## src/rtl/fifo_rd_stream.sv

```systemverilog
// Read-side drain stage: pulls words from a synchronous FIFO into a 3-entry skid buffer
// and presents them on a valid/ready stream. Statistics counters exist only under FIFO_RD_STATS_EN.
module fifo_rd_stream #(
    parameter int FIFO_WIDTH = 16,
    parameter int CNT_WIDTH  = 16
) (
    input  logic                  clk,
    input  logic                  rst_n,
    input  logic [FIFO_WIDTH-1:0] fifo_data_out,
    input  logic                  fifo_empty,
    input  logic                  fifo_underflow,
    output logic                  fifo_rd_en,
    output logic [FIFO_WIDTH-1:0] m_data,
    output logic                  m_valid,
    input  logic                  m_ready,
    output logic                  err_underflow,
    output logic [CNT_WIDTH-1:0]  word_cnt,
    output logic [CNT_WIDTH-1:0]  stall_cnt
);

    typedef enum logic [1:0] {IDLE, STREAM, STALL} state_t;

    logic [FIFO_WIDTH-1:0] mem [3];
    logic [1:0]            wr_idx, rd_idx, occ, occ_next;
    logic                  inflight, active, capture, pop;
    state_t                state;

    function automatic logic [1:0] next_idx(input logic [1:0] i);
        return (i == 2'd2) ? 2'd0 : i + 2'd1;
    endfunction

    // Credit check uses registered state only, so m_ready never reaches fifo_rd_en.
    // 'active' keeps the read request low while reset is held and for the first edge after it.
    assign fifo_rd_en = active && !fifo_empty && (({1'b0, occ} + {2'b00, inflight}) < 3'd3);
    assign capture    = inflight && !fifo_underflow;
    assign pop        = m_valid && m_ready;
    assign m_valid    = (state == STALL) || ((state == STREAM) && (occ != 2'd0));
    assign m_data     = mem[rd_idx];

    always_comb begin
        occ_next = occ;
        if (capture && !pop)
            occ_next = occ + 2'd1;
        else if (!capture && pop)
            occ_next = occ - 2'd1;
    end

    always_ff @(posedge clk or negedge rst_n) begin
        if (!rst_n) begin
            for (int i = 0; i < 3; i++)
                mem[i] <= '0;
            wr_idx        <= 2'd0;
            rd_idx        <= 2'd0;
            occ           <= 2'd0;
            inflight      <= 1'b0;
            active        <= 1'b0;
            err_underflow <= 1'b0;
        end else begin
            active   <= 1'b1;
            inflight <= fifo_rd_en;
            occ      <= occ_next;
            if (capture) begin
                mem[wr_idx] <= fifo_data_out;
                wr_idx      <= next_idx(wr_idx);
            end
            if (inflight && fifo_underflow)
                err_underflow <= 1'b1;
            if (pop)
                rd_idx <= next_idx(rd_idx);
        end
    end

    always_ff @(posedge clk or negedge rst_n) begin
        if (!rst_n)
            state <= IDLE;
        else if (occ_next == 2'd3)
            state <= STALL;
        else if ((occ_next != 2'd0) || fifo_rd_en)
            state <= STREAM;
        else
            state <= IDLE;
    end

`ifdef FIFO_RD_STATS_EN
    logic [CNT_WIDTH-1:0] word_q, stall_q;

    always_ff @(posedge clk or negedge rst_n) begin
        if (!rst_n) begin
            word_q  <= '0;
            stall_q <= '0;
        end else begin
            if (pop && (word_q != '1))
                word_q <= word_q + 1'b1;
            if (m_valid && !m_ready && (stall_q != '1))
                stall_q <= stall_q + 1'b1;
        end
    end

    assign word_cnt  = word_q;
    assign stall_cnt = stall_q;
`else
    assign word_cnt  = '0;
    assign stall_cnt = '0;
`endif

endmodule
```

## config.mk

```make
export PLATFORM = sky130hd
export DESIGN_NAME = fifo_rd_stream
export DESIGN_NICKNAME = d
export VERILOG_FILES = /design/src/rtl/fifo_rd_stream.sv
export SDC_FILE = /design/constraint.sdc
export NUM_CORES = 1
export LEC_CHECK = 0
export CAP_MARGIN = 20
export CELL_PAD_IN_SITES_DETAIL_PLACEMENT = 1
export CELL_PAD_IN_SITES_GLOBAL_PLACEMENT = 1
export CORE_MARGIN = 4
export CORE_UTILIZATION = 45
export CTS_CLUSTER_DIAMETER = 60
export DETAILED_ROUTE_END_ITERATION = 8
export DONT_BUFFER_PORTS = 1
export PLACE_DENSITY = 0.81
export SLEW_MARGIN = 20
export SYNTH_ARGS = -nofsm -noshare
export SYNTH_HDL_FRONTEND = slang
export SYNTH_SLANG_ARGS = --single-unit
```

## constraint.sdc

```tcl
create_clock -name clk -period 1.75 [get_ports clk]
set_clock_uncertainty 0.05 [all_clocks]
set_input_delay 0.4375 -clock clk [delete_from_list [all_inputs] [get_ports clk]]
set_output_delay 0.4375 -clock clk [all_outputs]
set_load 0.02 [all_outputs]
```

==> flow_metrics.py, run 1 <==
metrics = {
    "flow_run": {
        "drv_cap": 0,
    },
    "timing": {
        "max_freq_mhz": 463,
        "setup_viol": 20,
        "maxSlewViolCount": 0,
        "finalWorstSetupSlack_ns": -0.410,
        "hold_viol": 59,
        "period_minus_slack_ns": 2.16,
        "finalCritPeriodShare_pct": 123,
        "whs_ns": -0.271,
        "rsz0062_at_grt": "true",
    },
    "grt": {
        "antenna_found_initial": 0,
        "grt_usage_pct": 18.5,
        "grt_max_degree": 60,
        "grt_pass1_wl_mm": 11.3,
        "grt-ovfl-total": 0,
        "grt_pass1_vias": 2088,
    },
    "setup_path": {
        "critPathKind": "reg2out",
        "end_kind": "primary output",
        "path_max_fanout": 2,
        "r2r_slack_ns": -0.21,
        "rr_endpoint": "state[0]",
        "cp-startpoint": "inflight",
        "crit_arrival_ns": 1.67,
        "r2r_start": "occ[0]",
        "crit_path_start_kind": "register",
        "rr_worst_depth": 8,
        "cp-endpoint": "fifo_rd_en",
        "critPathRequiredTime_ns": 1.26,
    },
    "yosys": {
        "yosysWarningCount": 0,
        "synth_cells": 241,
        "synth_top_area_cell": "dfrtp_1",
        "synth_edf_count": 0,
        "yosysSeqAreaShare_pct": 48.8,
        "netlist.area_leader.share_pct": 48.8,
        "ys_async_sr_fraction_pct": 100,
        "synth_top_cells_by_area": "dfrtp_1 (49%), mux2_2 (15%), buf_4 (8.2%)",
        "synthFlopType": "dfrtp_1",
        "syn_avg_cell_area_um2": 12.5,
        "ys_ff_latch": 59,
        "synth.distinct_cells": 35,
        "syn-cell-area_mm2": 0.00302,
    },
    "cts": {
        "clk_pin_slew_worst_paths_ns": 0.07,
        "clock-root-buffer": "clkbuf_8",
        "cts_made_buffers": 9,
        "cts_tree": "done",
        "clock_latency_ns": 0.35,
        "htreeDepth": 3,
        "cts.sinks": 59,
        "cts_buffer_depth": 2,
    },
    "placed_design": {
        "io_buffers": 0,
        "gp_congestion": 0.721,
        "dp_hpwl_mm": 4.55,
        "detailed_place.area_mm2": 0.00321,
    },
    "floorplan": {
        "coreArea_mm2": 0.00642,
        "die_h_um": 90.0,
        "start_util_pct": 47.1,
        "dieWidth_um": 90.0,
        "rows": 29,
        "die_area_mm2": 0.00809,
        "ios": 72,
    },
    "routing": {
        "post-route-drc-count": 0,
        "vias": 1941,
        "wl_per_cell_um": 22.4,
        "viasPerCell": 5.44,
        "drt_iter0_markers": 34,
        "drt-total-wl_mm": 7.99,
        "drt_first_pass_iters": 4,
        "ant_nets": 0,
    },
    "pwr": {
        "powerDensity_mw_per_mm2": 2010,
        "p_leak_uw": 0.00179,
        "peakVddDrop_mv": 0.914,
    },
    "final_layout": {
        "stdcell_area_mm2": 0.00386,
        "final_layout_size_suffix_gt1_share_pct": 57.5,
        "antennaDiodeCount": 0,
        "final_nets": 299,
        "fin_util_pct": 60.2,
        "syn2layout_area_growth_pct": 27.8,
    },
    "outcome": {
        "violations": "negative hold slack, negative setup slack",
        "status": "complete, but fails checks",
    },
    "worst_hold_path": {
        "hold_class": "in2async",
    },
}
==> worst max-delay path: stages, from the launching register on <==
cell and delay (ns):
dfrtp_1 0.39, ha_2 0.20, ha_4 0.22, a2111oi_4 0.31, buf_4 0.20
==> power by group <==
part	internal [uW]	leakage [uW]	switching, uW
clock network	544	0.0000928	547
logic	2080	0.000960	2050
registers	1970	0.000734	568
==> routing by layer <==
layer	vias to the layer above	wire (um)	GRT usage (%)	share of wire, %
li1	850	-	-	-
met3	16	486	7.68	6.1
met5	-	0	0	0
met2	63	4280	32.6	54
met1	1012	2990	18.7	37
met4	0	227	9.44	2.8
==> synth_stat cells, types with 2 or more instances <==
cell	n
a21o_1	4
inv_1	3
mux2_2	41
buf_6	2
dfrtp_1	59
mux2_4	9
nor2_1	2
nand2_1	18
ha_1	3
buf_2	3
o21ai_0	17
clkbuf_1	4
nor3_1	2
buf_4	33
a21oi_1	2
nor3b_4	2
mux2i_1	18
conb_1	2
==> cell usage in the layout, fill, tap and decap left out, types with 8 or more instances in the layout <==
master	count
clkbuf_8	10
dfrtp_1	58
o21ai_4	9
mux2_2	39
mux2i_2	8
conb_1	33
buf_4	20
nand2_4	11
buf_6	9
mux2_4	11
==> cells by family after synthesis <==
kind of cell / after synthesis / share of synthesized area, %
muxes: 68 / 25.7
DFF: 59 / 48.8
buffers and inverters: 46 / 10.8
adders and majority gates: 3 / 1.24
xor gates and xnor gates: 1 / 0.290
AOI/OAI and AO/OA: 31 / 6.37
other: 2 / 0.248
and+or+nand+nor: 31 / 6.50
==> cell type report <==
class	count	area, um^2
multi-input combinational	167	1730
fill	614	2560
clock buffer	11	141
timing repair buffer	35	379
inverter	3	11.3
tap	77	96.3
sequential	59	1480
clock inverter	5	28.8
==> flip-flops by register name (all words and copies together), names as in the netlist <==
register and flops:
active 1, mem 48, state 2, occ 2
rd_idx 2, err_underflow 1, wr_idx 2, inflight 1
==> metrics by stage <==
| step | power (uW) | instances | hold WS [ns] | TNS [ns] | setup WS, ns |
|---|---|---|---|---|---|
| 2_1_floorplan | 4520 | 272 | 0.0919 | -0.218 | -0.132 |
| 3_3_place_gp | 5130 | 332 | 0.0935 | -0.152 | -0.0685 |
| 3_5_place_dp | 5300 | 332 | 0.0936 | -0.501 | -0.201 |
| 4_1_cts | 6780 | 352 | -0.286 | -3.69 | -0.427 |
| 5_1_grt | 8130 | 357 | -0.301 | -5.61 | -0.475 |
| 6_report | 7760 | 357 | -0.271 | -4.06 | -0.410 |
==> repair_timing <==
| item | CTS | global route |
|---|---|---|
| gates resized for setup | 35 | 61 |
| pin swaps | 11 | 15 |
| cloned | 1 | 1 |
| setup endpoints to repair | 22 | 23 |
| setup buffers | 3 | 5 |
| hold endpoints to repair | 59 | 59 |
==> worst min-delay path by stage <==
stage / startpoint / end / slack (ns) / cells past startpoint
final: rst_n / mem[31] / -0.27 / 0
after CTS: rst_n / occ[0] / -0.29 / 0
after floorplan: rst_n / active / 0.09 / 0
after global placement: rst_n / mem[19] / 0.09 / 0
after detailed placement: rst_n / mem[35] / 0.09 / 0
after global routing: rst_n / mem[3] / -0.30 / 0
No activity file was read; power rests on OpenSTA's default activity.
==> inputs of run 2 (changes only) <==
--- a/config.mk
+++ b/config.mk
@@ -14,6 +14,7 @@
 export DETAILED_ROUTE_END_ITERATION = 8
 export DONT_BUFFER_PORTS = 1
 export PLACE_DENSITY = 0.81
+export REMOVE_ABC_BUFFERS = 1
 export SLEW_MARGIN = 20
 export SYNTH_ARGS = -nofsm -noshare
 export SYNTH_HDL_FRONTEND = slang
==> run 2 against run 1 <==
  * The run still ends with negative hold slack, negative setup slack left
  * Die area unchanged
  * Global-route usage decreased by 0.35 points
  * Worst setup slack improved by 0.050 ns
==> flow_metrics.py, run 2 (synthesis results as in run 1) <==
metrics = {
    "final_layout": {
        "instances_no_fill": 367,
        "top_register": "mem",
        "fin_util_pct": 60.9,
        "antennaDiodeCount": 0,
        "final_layout_size_suffix_gt1_share_pct": 57.2,
        "syn2layout_area_growth_pct": 29.5,
        "regArea_mm2": 0.00148,
        "final_nets": 309,
        "multi_input_area_mm2": 0.00166,
        "largest_register_ffs": 48,
        "layout_commonest_cell": "dfrtp_1",
        "nFillCells": 626,
        "layout_common_cells": "dfrtp_1 (57), mux2_2 (39), conb_1 (33)",
        "stdcell_area_mm2": 0.00391,
    },
    "timing": {
        "rsz0062_at_grt": "true",
        "finalWorstSetupSlack_ns": -0.360,
        "period_minus_slack_ns": 2.11,
        "maxSlewViolCount": 0,
        "hold_viol": 59,
        "max_freq_mhz": 474,
        "whs_ns": -0.255,
        "finalCritPeriodShare_pct": 121,
        "setup_viol": 20,
    },
    "outcome": {
        "violations": "negative hold slack, negative setup slack",
        "status": "complete, but fails checks",
    },
    "grt": {
        "antenna_found_initial": 0,
        "grt_pass1_wl_mm": 11.4,
        "grt-ovfl-total": 0,
        "grt_usage_pct": 18.1,
        "grt_pass1_vias": 2097,
        "grt_max_degree": 60,
    },
    "floorplan": {
        "rows": 29,
        "coreArea_mm2": 0.00642,
        "ios": 72,
        "die_area_mm2": 0.00809,
        "dieWidth_um": 90.0,
        "start_util_pct": 47.1,
        "die_h_um": 90.0,
    },
    "setup_path": {
        "crit_cells": 4,
        "crit_arrival_ns": 1.62,
        "critPathKind": "reg2out",
        "crit_family": "adder cells",
        "critical_path_buf_inv_count": 1,
        "path_cells": "ha_2 -> ha_4 -> a2111oi_4 -> buf_4",
        "critPathMaxStageDelay_ns": 0.38,
        "rr_worst_depth": 7,
        "crit_path_start_kind": "register",
        "critPathRequiredTime_ns": 1.26,
        "path_max_fanout": 2,
        "end_kind": "primary output",
        "slowest_stage": "dfrtp_1",
    },
    "worst_hold_path": {
        "hold_class": "in2async",
    },
    "cts": {
        "cts_made_buffers": 9,
        "cts_tree": "done",
        "clock_latency_ns": 0.32,
        "cts.sinks": 59,
        "clk_pin_slew_worst_paths_ns": 0.08,
        "cts_buffer_depth": 2,
        "htreeDepth": 3,
        "clock-root-buffer": "clkbuf_8",
    },
    "placed_design": {
        "place_inst": 341,
        "detailed_place.area_mm2": 0.00320,
        "dp_hpwl_mm": 4.41,
        "io_buffers": 0,
        "gp_congestion": 0.714,
    },
    "routing": {
        "ant_nets": 0,
        "drt_iter0_markers": 67,
        "post-route-drc-count": 0,
        "vias": 1931,
        "wl_per_cell_um": 20.1,
        "drt_first_pass_iters": 4,
        "viasPerCell": 5.26,
        "drt-total-wl_mm": 7.39,
    },
    "flow_run": {
        "drv_cap": 0,
    },
    "pwr": {
        "p_leak_uw": 0.00183,
        "power_uw": 7980,
        "powerDensity_mw_per_mm2": 2040,
        "peakVddDrop_mv": 1.04,
    },
}
run 2: cell types whose count changed in the layout (fill, tap and decap cells not counted), sizes merged:
| cell | change |
|---|---|
| buf | +11 |
| bufinv | +2 |
| clkbuf | -1 |
| clkinv | -3 |
| clkinvlp | +1 |
run 2: through the flow:
| stage | TNS, ns | setup WS (ns) |
|---|---|---|
| finish | -4.53 | -0.360 |
| global route | -6.01 | -0.448 |
| CTS | -4.61 | -0.367 |
| detailed placement | -0.954 | -0.223 |
| global placement | -0.600 | -0.177 |
| floorplan | -9.51 | -0.488 |
run 2: worst paths after layout:
kind,slack [ns],end,start
min reg2reg,0.47,mem[4],mem[4]
min,-0.26,mem[26],rst_n
min in group clk,0.20,err_underflow,fifo_underflow
max,-0.36,fifo_rd_en,occ[0]
max in group asynchronous,1.78,occ[1],rst_n
max reg2reg,-0.11,state[0],occ[0]
run 2: routing by layer:
metal  GRT usage, %  wire length, um
met1           21.1             2970
met3           5.68              405
met4           6.51              142
met2           31.6             3870
met5              0                0
run 2: worst reg2reg max path: stages (launching register included):
cell       delay, ns
dfrtp_1         0.38
ha_2            0.20
ha_4            0.22
a2111oi_4       0.31
buf_4           0.18
nor3_2          0.04
o31a_1          0.30
o21ai_1         0.12
run 2: cell type report:
class	instances	area share, %
Timing Repair Buffer	45	11.7
Sequential cell	59	37.8
Inverter	3	0.352
Clock inverter	5	1.98
Multi-Input combinational cell	167	42.3
Clock buffer	11	3.36
Tap cell	77	2.46
run 2: repair_timing:
item | CTS | global route
buffers inserted | 2 | 8
endpoints found under the setup margin | 23 | 23
hold endpoints to repair | 59 | 59
pin swaps | 19 | 9
resized for setup | 69 | 50
cloned | 2 | 0
run 2: where the power goes:
| group | internal (uW) | leakage (uW) | switching (uW) |
|---|---|---|---|
| Clock | 798 | 0.000103 | 534 |
| Combinational | 2210 | 0.000996 | 1900 |
| Sequential | 1970 | 0.000734 | 565 |
| Total | 4980 | 0.00183 | 3000 |
